==> config.mk <==
export PLATFORM = sky130hd
export DESIGN_NAME = keypad_entry_ctrl
export DESIGN_NICKNAME = d
export VERILOG_FILES = /design/src/rtl/keypad_entry_ctrl.sv
export SDC_FILE = /design/constraint.sdc
export NUM_CORES = 1
export LEC_CHECK = 0
export ABC_AREA = 1
export CELL_PAD_IN_SITES_DETAIL_PLACEMENT = 0
export CELL_PAD_IN_SITES_GLOBAL_PLACEMENT = 1
export CORE_MARGIN = 2
export CORE_UTILIZATION = 47
export DETAILED_ROUTE_END_ITERATION = 6
export PLACE_DENSITY = 0.95
export SYNTH_ARGS = -nofsm -noshare
export SYNTH_HDL_FRONTEND = slang
export SYNTH_SLANG_ARGS = --single-unit
==> constraint.sdc <==
create_clock -name clk -period 5.8 [get_ports clk]
set_input_delay 1.16 -clock clk [delete_from_list [all_inputs] [get_ports clk]]
set_output_delay 1.16 -clock clk [all_outputs]
set_load 0.02 [all_outputs]
==> src/rtl/keypad_entry_ctrl.sv <==
// Keypad front end for the ATM stage: assembles a 4-digit account number and
// a 1-digit PIN, hands them off for authentication, and tracks session/lockout.
module keypad_entry_ctrl #(
  parameter int TIMEOUT_CYCLES = 1000,
  parameter int MAX_TRIES      = 3
) (
  input  logic        clk,
  input  logic        rst_n,
  input  logic        key_valid,
  input  logic [3:0]  key_code,
  input  logic        auth_done,
  input  logic        auth_ok,
  input  logic        session_end,
  output logic [11:0] acc_number,
  output logic [3:0]  pin,
  output logic        cred_valid,
  output logic        session_active,
  output logic        locked,
  output logic        entry_error,
  output logic        timeout,
  output logic [2:0]  digit_count
);

  localparam int TW = (TIMEOUT_CYCLES > 1) ? $clog2(TIMEOUT_CYCLES) : 1;
  localparam int FW = $clog2(MAX_TRIES + 1);

  typedef enum logic [2:0] {
    S_IDLE, S_ACC, S_PIN, S_SUBMIT, S_SESSION, S_LOCKED
  } state_t;

  state_t        state;
  logic [13:0]   acc;
  logic [TW-1:0] idle_cnt;
  logic [FW-1:0] fail_cnt;

  logic        is_digit, is_clear, is_enter, is_cancel, is_illegal;
  logic        in_entry, sub_auth, idle_hit, cancel_go, tmo_go, end_go;
  logic [13:0] acc_shift;

  assign is_digit   = (key_code <= 4'd9);
  assign is_clear   = (key_code == 4'hA);
  assign is_enter   = (key_code == 4'hB);
  assign is_cancel  = (key_code == 4'hC);
  assign is_illegal = (key_code >= 4'hD);

  // At most 3 digits are held when a new one is shifted in, so 14 bits never overflow.
  assign acc_shift = acc * 14'd10 + {10'd0, key_code};

  assign in_entry = (state == S_ACC) || (state == S_PIN) || (state == S_SUBMIT);
  assign sub_auth = (state == S_SUBMIT) && auth_done;
  assign idle_hit = (idle_cnt == TW'(TIMEOUT_CYCLES - 1));

  // Abandon paths all land in IDLE with every field cleared; a pending
  // authentication result outranks both, and any key suppresses the timeout.
  assign cancel_go = in_entry && key_valid && is_cancel && !sub_auth;
  assign tmo_go    = in_entry && !key_valid && idle_hit && !sub_auth;
  assign end_go    = (state == S_SESSION) && session_end;

  always_ff @(posedge clk or negedge rst_n) begin
    if (!rst_n) begin
      state          <= S_IDLE;
      acc            <= '0;
      acc_number     <= '0;
      pin            <= '0;
      digit_count    <= '0;
      idle_cnt       <= '0;
      fail_cnt       <= '0;
      cred_valid     <= 1'b0;
      session_active <= 1'b0;
      locked         <= 1'b0;
      entry_error    <= 1'b0;
      timeout        <= 1'b0;
    end else begin
      cred_valid  <= 1'b0;
      entry_error <= 1'b0;
      timeout     <= 1'b0;
      if (key_valid || !in_entry) idle_cnt <= '0;
      else                        idle_cnt <= idle_cnt + TW'(1);

      case (state)
        S_IDLE: begin
          if (key_valid && is_digit) begin
            acc         <= {10'd0, key_code};
            digit_count <= 3'd1;
            state       <= S_ACC;
          end
        end
        S_ACC: begin
          if (key_valid) begin
            if (is_digit) begin
              if (digit_count < 3'd4) begin
                acc         <= acc_shift;
                digit_count <= digit_count + 3'd1;
              end else begin
                entry_error <= 1'b1;
              end
            end else if (is_enter) begin
              if (digit_count == 3'd4 && acc <= 14'd4095) begin
                acc_number  <= acc[11:0];
                acc         <= '0;
                pin         <= '0;
                digit_count <= '0;
                state       <= S_PIN;
              end else begin
                entry_error <= 1'b1;
                acc         <= '0;
                digit_count <= '0;
              end
            end else if (is_clear) begin
              acc         <= '0;
              digit_count <= '0;
            end else if (is_illegal) begin
              entry_error <= 1'b1;
            end
          end
        end
        S_PIN: begin
          if (key_valid) begin
            if (is_digit) begin
              if (digit_count == 3'd0) begin
                pin         <= key_code;
                digit_count <= 3'd1;
              end else begin
                entry_error <= 1'b1;
              end
            end else if (is_enter) begin
              if (digit_count == 3'd1) begin
                cred_valid <= 1'b1;
                state      <= S_SUBMIT;
              end else begin
                entry_error <= 1'b1;
              end
            end else if (is_clear) begin
              pin         <= '0;
              digit_count <= '0;
            end else if (is_illegal) begin
              entry_error <= 1'b1;
            end
          end
        end
        S_SUBMIT: begin
          if (auth_done) begin
            idle_cnt <= '0;
            if (auth_ok) begin
              session_active <= 1'b1;
              fail_cnt       <= '0;
              state          <= S_SESSION;
            end else if (fail_cnt >= FW'(MAX_TRIES - 1)) begin
              fail_cnt <= fail_cnt + FW'(1);
              locked   <= 1'b1;
              state    <= S_LOCKED;
            end else begin
              fail_cnt    <= fail_cnt + FW'(1);
              pin         <= '0;
              digit_count <= '0;
              state       <= S_PIN;
            end
          end
        end
        S_SESSION: ;
        S_LOCKED:  ;
        default:   state <= S_IDLE;
      endcase

      if (cancel_go || tmo_go || end_go) begin
        acc            <= '0;
        acc_number     <= '0;
        pin            <= '0;
        digit_count    <= '0;
        idle_cnt       <= '0;
        session_active <= 1'b0;
        timeout        <= tmo_go;
        state          <= S_IDLE;
      end
    end
  end

endmodule

## Word level (Yosys, flattened, before mapping)

Cells that the tools add are included.

- Register bits: 53
- Latch bits: 0
- Memory bits (writable): 0
- Bits in read-only memories: 0
- Input port bits: 10
- Output and inout bits: 24
- Word-level logic and storage cells: 176
- Memories: 0

- Add/subtract/negate cells: 4
- Multiply operators: 1
- Divide/modulo/power cells: 0
- $lt $le $gt $ge: 5
- Equal/unequal tests: 30
- Shift operators: 0
- Multiplexer cells: 84
- Bitwise logic cells: 1
- Reduce and logical (&&, ||, !) cells: 39

Operator list:

| kind | number |
|---|---|
| 14-bit 2-to-1 mux | 7 |
| 3-bit 2-to-1 mux | 26 |
| 12-bit 2-to-1 mux | 6 |
| 4-bit 2-to-1 mux | 13 |
| 10-bit 2-to-1 mux | 4 |
| 14-bit case mux with 2 select lines | 1 |
| 3-bit by 2-bit inequality test with 1-bit output (second input constant) | 9 |
| 1-bit 2-to-1 mux | 22 |
| 3-bit case mux with 5 select lines | 1 |
| 14-bit by 4-bit adder with 14-bit output | 1 |
| 14-bit by 12-bit <= comparator with 1-bit output (second input constant) | 1 |
| 14-bit by 3-bit multiplier with 13-bit output (second input constant) | 1 |
| 2-bit nonzero test | 7 |
| 4-bit == test (second input constant) | 3 |
| 3-bit case mux with 4 select lines | 1 |
| 4-bit case mux with 3 select lines | 1 |
| 12-bit AND reduction | 1 |
| 11-bit AND reduction | 1 |
| 10-bit by 1-bit adder with 10-bit output (second input constant) | 1 |
| 10-bit == test (second input constant) | 1 |
| 1-bit logical AND | 10 |
| 10-bit AND reduction | 1 |
| 5-bit AND reduction | 2 |
| 3-bit == test (second input constant) | 3 |
| 27 further kinds | 40 |

## Logic depth before layout (Yosys ltp)

Gate-level depths: netlist of run 1.

- Depth in word-level cells: 10
- Mapped depth: 17
- Mapped depth without buffers: 16

## Worst setup path before layout of run 1

No wires, ideal clock.

- Path type: input to register
- Start point: input port key_code[1]
- End point: register acc[11]
- Library setup time: 0.116 ns
- Arrival: 2.531 ns
- Required time: 5.684 ns
- Slack: 3.152 ns
- Cell stages on the path: 13
- Path buffers: 0
- Cell sequence: ha_1 -> fa_1 -> nand3_1 -> nand2_1 -> nand2_1 -> nor2_1 -> nand2_1 -> nor2_1 -> nand3_1 -> xor2_1 -> inv_1 -> nand2_1 -> nand2_1

- Longest elaborated chain between the ends: 7
- Elaborated cells between the ends (all ways): 22
- Those cells by class: add/sub (1); order compare (1); eq/ne (7); mux (6); reduce/logical (7)

Ends and longest elaborated chain:

| element | line | source |
|---|---|---|
| from (decl) | 10 | `input logic [3:0] key_code,` |
| parallel branches: the longest is 7 deep, another holds 14-bit by 4-bit adder with 14-bit output | n/a |  |
| to (signal assigned) | 83 | `acc <= {10'd0, key_code};` |
| to (signal assigned) | 92 | `acc <= acc_shift;` |
| to (decl) | 32 | `logic [13:0] acc;` |

Parallel ways; which one is timed is not known. The select of a mux whose other input is x is not followed.
A chain may end at the register's enable or synchronous reset.

## Worst setup path in the final report of run 1

- Start point: input port key_code[1]
- End point: register acc[13]

The elaborated chain is that of the path after synthesis.

==> run summary, run 1 <==
num rows -> 33
nets -> 618
Die ar. -> 9330 µm²
Antenna Cells -> 0
Final Max Slew Viols -> 0
count of non-filler cells in the finished layout -> 685
startpoint class of the critical path -> input port
Mapped Area -> 4030 µm²
Min-Delay Path Class -> reg -> reg
initial core utilization -> 48.8%
most frequent CP cell -> nand2_1
post_cts resized -> 0
count of final setup violators -> 0
Cells after DPL -> 677
drc violations -> 0
static leakage -> 0.00233 µW
worst-skew pair later-pin latency -> 0.31 ns
layout cells sized above 1 -> 9.14%
synth-to-layout area growth -> 12.2%
final hold vios -> 0
Synth area leaders -> dfrtp_1 (33%), nand2_1 (15%), ha_1 (8.4%), inv_1 (6.0%), nand3_1 (4.6%)
Placer Congestion -> 0.876
Achievable Freq -> 329 MHz
Fill cells -> 798
sequential share of the synthesized area -> 32.9%
CP max FO -> 5
drt via density -> 5.30
DP Wirelength -> 7.05 mm
vias -> 3,633
Storage cell area -> 1330 µm²
first-pass GRT wire length -> 15.2 mm
VDD IR max -> 0.000354 V
CTS Root Cell -> clkbuf_8
Clock Pin Slew Worst Setup and Hold Paths -> 0.10 ns
CP Data Arrival Time -> 3.30 ns
number of global-route vias before repair -> 3,301
Die H -> 96.6 µm
CTS tree -> built
clock sinks -> 53
Worst Tran Pin Value -> 0.729 ns
worst clock skew -> 0.00491 ns
period utilisation layout -> 52.4%
Worst slew margin -> 51.2%
Fin Setup TNS -> 0 ns
post-CTS setup repair buffer count -> 0
Final Critical Period -> 3.04 ns
Tot GR Track Use -> 20.6%
PwrDens -> 434 nW/µm²
initial antenna violation count -> 0
Mapped Cells -> 547
WP data required -> 6.06 ns
Cell variety after synth -> 45
Detail Route Antenna Nets -> 0
routed len/inst -> 13.1 µm
Core Area -> 8260 µm²
critical path, cell by cell -> clkdlybuf4s50_1 > ha_1 > fa_1 > nand3_1 > nand2_1 > nand2_1 > nor2_1 > nand2_1 > nor2_1 > nand3_1 > nor2_1 > nand3_1 > nand2_1 > nand2_1 > nand2_1
Clock Tree Buf Depth -> 2
max_cap viols -> 0
I/O pin cnt -> 34
Max stage delay on crit path -> 0.58 ns
first-pass detailed-route iteration total -> 4
Critical Path Sink Type -> flop
Synth Register Bits -> 53
cts hold-fix bufs -> 0
GRT overflow -> 0
Worst path slowest cell -> clkdlybuf4s50_1
Yosys top cell area share -> 32.9%
status -> finished clean
Post-Syn Nets -> 586
RSZ-0062 raised after global routing -> false
Yosys Warn Count -> 0
Setup Crit Path Kind -> in -> reg
DR iter-0 viols -> 227
H-tree depth -> 2
die width -> 96.6 µm
port buffer count -> 33
largest net degree at the start of global routing -> 54
post-synth top area cell -> dfrtp_1
CTS Buf Count -> 5
area of the multi-input gates -> 2380 µm²
Post-Syn Area per Cell -> 7.36 µm²
total wire length -> 8.99 mm
==> kinds of logic after synthesis <==
logic type | synth area share [%]
AOI/OAI and AO/OA | 8.48
xor gates and xnor gates | 2.83
adders and majority gates | 9.38
buffers and inverters | 7.86
DFF | 32.9
and+or+nand+nor | 38.5
==> routing by layer <==
layer  wire (µm)  up-vias  global-route usage (%)
met3         427       10                    2.79
met1        4390     1669                    30.2
met2        4090       98                    33.0
li1            -     1856                       -
met4          87        0                    3.17
met5           0        -                       0
==> path summary, 6_finish.rpt <==
path | start | end | slack, ns | cells past startpoint
setup / recovery | key_code[1] | acc[13]$_DFFE_PN0P_ | 2.76 | 15
hold / removal | idle_cnt[0]$_DFF_PN0_ | idle_cnt[0]$_DFF_PN0_ | 0.47 | 1
setup reg to reg | acc[1]$_DFFE_PN0P_ | acc[12]$_DFFE_PN0P_ | 2.98 | 16
hold reg to reg | idle_cnt[0]$_DFF_PN0_ | idle_cnt[0]$_DFF_PN0_ | 0.47 | 1
max in group asynchronous | rst_n | state[1]$_DFFE_PN0P_ | 4.38 | 2
min in group asynchronous | rst_n | acc[12]$_DFFE_PN0P_ | 0.96 | 2
==> power breakdown <==
group	switching, µW	leakage (µW)	total [µW]	internal, µW
Combinational	763	0.00157	1190	429
Clock	130	0.0000456	217	86.5
Sequential	106	0.000719	550	444
==> layout make-up <==
class	count	area share, %
clock inverters	2	0.305
clock buffers	6	1.61
well taps	105	2.91
repair buffers	34	7.37
multi-input cells	418	52.8
flip-flops and latches	53	29.4
inverters	67	5.68
==> registers in the layout, indices dropped and copies added, names as in the netlist <==
register and count:
idle_cnt 10, cred_valid 1, acc 14, entry_error 1, fail_cnt 2, pin 4
digit_count 3, session_active 1, timeout 1, state 3, locked 1, acc_number 12
==> synthesized netlist by cell type (all sizes together) <==
library cell	instances
a211oi	1
buf	6
fa	2
o22ai	1
o21ai	22
o311ai	1
o21bai	2
a21oi	23
xnor2	5
a32oi	1
nand3	41
a41oi	1
clkbuf	3
nor2	57
inv	67
nor4	1
nor3	7
nor3b	1
o221ai	1
o211ai	2
nand3b	2
xor2	8
ha	27
a31oi	2
a22oi	1
nand2	180
and3	1
nand4	28
dfrtp	53
==> worst max-delay path, delay by kind of cell <==
family,cells,cell delay (ns)
AND/OR/NAND/NOR,12,1.09
buffers and inverters,1,0.58
adder cells (fa/ha/maj),2,0.47
==> through the flow <==
| stage | cell area (µm²) | setup WS (ns) | total power (µW) | hold slack [ns] | utilization (%) |
|---|---|---|---|---|---|
| after floorplan | 4030 | 3.15 | 1510 | 0.432 | - |
| after detailed placement | 4430 | 2.43 | 1760 | 0.462 | 53.7 |
| final | 4520 | 2.76 | 1960 | 0.474 | 54.7 |
| after global routing | 4520 | 2.51 | 2160 | 0.512 | 54.7 |
| after CTS | 4520 | 2.76 | 1970 | 0.476 | 54.7 |
| after global placement | 4430 | 2.49 | 1740 | 0.456 | 53.7 |
==> cells in the final DEF, fill, tap and decap left out, types with 3 or more instances in the layout <==
master           instances
dfrtp_1                 53
nor2_2                   3
clkbuf_8                 5
nand3_1                 37
nand2_2                 17
inv_1                   64
nor2_4                   5
o21ai_0                 15
nor2_1                  47
xor2_1                   8
nand2_1                161
xnor2_1                  5
clkdlybuf4s50_1         32
nand4_1                 25
o21ai_1                  5
a21oi_1                 23
nor3_1                   7
ha_1                    27
Power figures use the tool's default switching activity.
==> run 2, diff against run 1 <==
Settings changed: CORE_UTILIZATION 47 to 43, PLACE_DENSITY 0.95 to 0.89.
Clock period 5.8 ns to 2.8 ns, I/O delays scaled along.
==> run 2 against run 1 <==
Effect of this change:
- worst hold slack worse by 0.12 ns
- flip-flop and latch count stayed put
- wire length is 7.7% higher
- highest routed layer unchanged
- sequential power is 100% higher
- cell area is 2.5% higher
- worst setup slack worse by 2.5 ns
- final cell count is 2.6% higher
- critical path depth is 1 higher
- utilization is 4.1 points lower
- global-route usage is 0.39 points lower
==> run summary, run 2 (synthesized netlist as in run 1, its figures left out) <==
reg2reg path depth -> 16 (unchanged)
drc violations -> 0 (unchanged)
Die H -> 101 µm (was 96.6 µm)
port buffer count -> 33 (unchanged)
Worst Tran Pin Value -> 0.688 ns (was 0.729 ns)
cts hold-fix bufs -> 0 (unchanged)
first-pass detailed-route iteration total -> 4 (unchanged)
VDD IR max -> 0.000695 V (was 0.000354 V)
period utilisation layout -> 92.1%
RSZ-0062 raised after global routing -> false (unchanged)
synth-to-layout area growth -> 14.9% (was 12.2%)
Placer Congestion -> 0.863 (was 0.876)
first-pass GRT wire length -> 16.6 mm (was 15.2 mm)
clock sinks -> 53 (unchanged)
final hold vios -> 0 (unchanged)
CP max FO -> 4 (was 5)
static leakage -> 0.00239 µW (was 0.00233 µW)
Final Critical Period -> 2.58 ns
GRT overflow -> 0 (unchanged)
worst-skew pair later-pin latency -> 0.31 ns (about the same)
Antenna Cells -> 0 (unchanged)
max_cap viols -> 0 (unchanged)
most frequent cells in the layout -> nand2_1 (161), inv_1 (64), dfrtp_1 (53) (unchanged)
Min-Delay Path Class -> in -> async (was reg -> reg)
most common cell after layout, fill and taps aside -> nand2_1 (unchanged)
I/O pin cnt -> 34 (unchanged)
routed len/inst -> 13.8 µm (was 13.1 µm)
post_cts resized -> 0 (unchanged)
status -> finished clean (unchanged)
CTS Root Cell -> clkbuf_8 (unchanged)
die width -> 101 µm (was 96.6 µm)
Critical Path Sink Type -> flop (unchanged)
Largest Register -> acc (unchanged)
layout cells sized above 1 -> 11.8% (was 9.14%)
H-tree depth -> 2 (unchanged)
Final Cell Area -> 4630 µm² (was 4520 µm²)
PwrDens -> 912 nW/µm² (was 434 nW/µm²)
num rows -> 35 (was 33)
startpoint class of the critical path -> flop (was input port)
Hold Worst Slack -> 0.351 ns (was 0.474 ns)
Power Total -> 4220 µW (was 1960 µW)
nets -> 630 (was 618)
CTS tree -> built (unchanged)
Achievable Freq -> 388 MHz
WP data required -> 3.01 ns (was 6.06 ns)
placed inst area -> 4530 µm² (was 4430 µm²)
Clock Tree Buf Depth -> 2 (unchanged)
Setup Crit Path Kind -> reg -> reg (was in -> reg)
worst clock skew -> 0.0108 ns (was 0.00491 ns)
CP Data Arrival Time -> 2.79 ns (was 3.30 ns)
Worst slew margin -> 53.7% (was 51.2%)
Final Util -> 50.6% (was 54.7%)
Final Max Slew Viols -> 0 (unchanged)
Tot GR Track Use -> 20.2% (was 20.6%)
number of global-route vias before repair -> 3,541 (was 3,301)
drt via density -> 5.23 (was 5.30)
total wire length -> 9.68 mm (was 8.99 mm)
DP Wirelength -> 7.52 mm (was 7.05 mm)
vias -> 3,675 (was 3,633)
worst r2r dst -> acc[12]$_DFFE_PN0P_ (unchanged)
Detail Route Antenna Nets -> 0 (unchanged)
largest net degree at the start of global routing -> 54 (unchanged)
Largest register FFs -> 14 (unchanged)
DR iter-0 viols -> 204 (was 227)
Core Area -> 9150 µm² (was 8260 µm²)
Die ar. -> 10,200 µm² (was 9330 µm²)
initial core utilization -> 44.0% (was 48.8%)
FF-to-FF Start -> acc[1]$_DFFE_PN0P_ (unchanged)
Largest regs -> acc (14), acc_number (12), idle_cnt (10) (unchanged)
count of final setup violators -> 0 (unchanged)
R2R Setup Slk -> 0.22 ns (was 2.98 ns)
CTS Buf Count -> 5 (unchanged)
post-CTS setup repair buffer count -> 0 (unchanged)
initial antenna violation count -> 0 (unchanged)
Fin Setup TNS -> 0 ns (unchanged)
Clock Pin Slew Worst Setup and Hold Paths -> 0.10 ns (about the same)
run 2: cell count changes in the layout (fill, tap and decap cells not counted):
cell	before	now
a21oi_1	23	22
ha_1	27	26
ha_2	0	1
a21oi_2	0	1
fa_1	2	1
buf_4	1	13
nor2_2	3	5
nor2_1	47	45
fa_2	0	1
run 2: report_power, final:
group          leakage, µW  internal [µW]  total, µW  switching [µW]
sequential        0.000719            919       1110             194
combinational      0.00163            982       2670            1690
clock            0.0000456            179        441             262
total              0.00239           2080       4220            2140
run 2: per-stage QoR:
| stage | setup slack (ns) | instances |
|---|---|---|
| 5_1_grt | 0.00696 | 703 |
| 6_report | 0.220 | 703 |
| 3_5_place_dp | -0.00562 | 695 |
| 3_3_place_gp | 0.0896 | 695 |
| 2_1_floorplan | 0.278 | 547 |
| 4_1_cts | 0.113 | 703 |
run 2: worst max path at each step:
| stage | from | to | slack (ns) | depth (start not counted) |
|---|---|---|---|---|
| 6_report | acc[1]$_DFFE_PN0P_ | acc[12]$_DFFE_PN0P_ | 0.22 | 16 |
| 5_1_grt | acc[1]$_DFFE_PN0P_ | acc[12]$_DFFE_PN0P_ | 0.007 | 16 |
| 2_1_floorplan | acc[1]$_DFFE_PN0P_ | acc[12]$_DFFE_PN0P_ | 0.28 | 16 |
| 4_1_cts | acc[1]$_DFFE_PN0P_ | acc[12]$_DFFE_PN0P_ | 0.11 | 16 |
| 3_3_place_gp | key_code[1] | acc[11]$_DFFE_PN0P_ | 0.09 | 14 |
| 3_5_place_dp | key_code[1] | acc[11]$_DFFE_PN0P_ | -0.006 | 14 |
run 2: layer usage:
metal,part of all wire (%),global-route usage (%)
met5,0,0
met4,0.77,3.37
met3,4.4,2.50
met2,48,33.6
met1,47,28.5
run 2: worst max-delay path, stage by stage, from the launching register on:
cell     delay [ns]
dfrtp_1        0.39
ha_1           0.30
ha_2           0.22
fa_2           0.54
nand2_1        0.07
nor2_1         0.10
nand2_1        0.12
nand2_1        0.08
nand2_1        0.07
nor2_2         0.11
nand2_1        0.07
nor2_2         0.12
nand4_1        0.09
nand2_1        0.08
inv_1          0.04
nand2_1        0.05
nand2_1        0.04
run 2: cell type report:
cell class	count	area (µm²)
fillers	906	4520
multi-input cells	418	2400
flip-flops and latches	53	1330
repair buffers	46	423
inverters	67	256
well taps	111	139
clock buffers	6	72.6
clock inverters	2	13.8
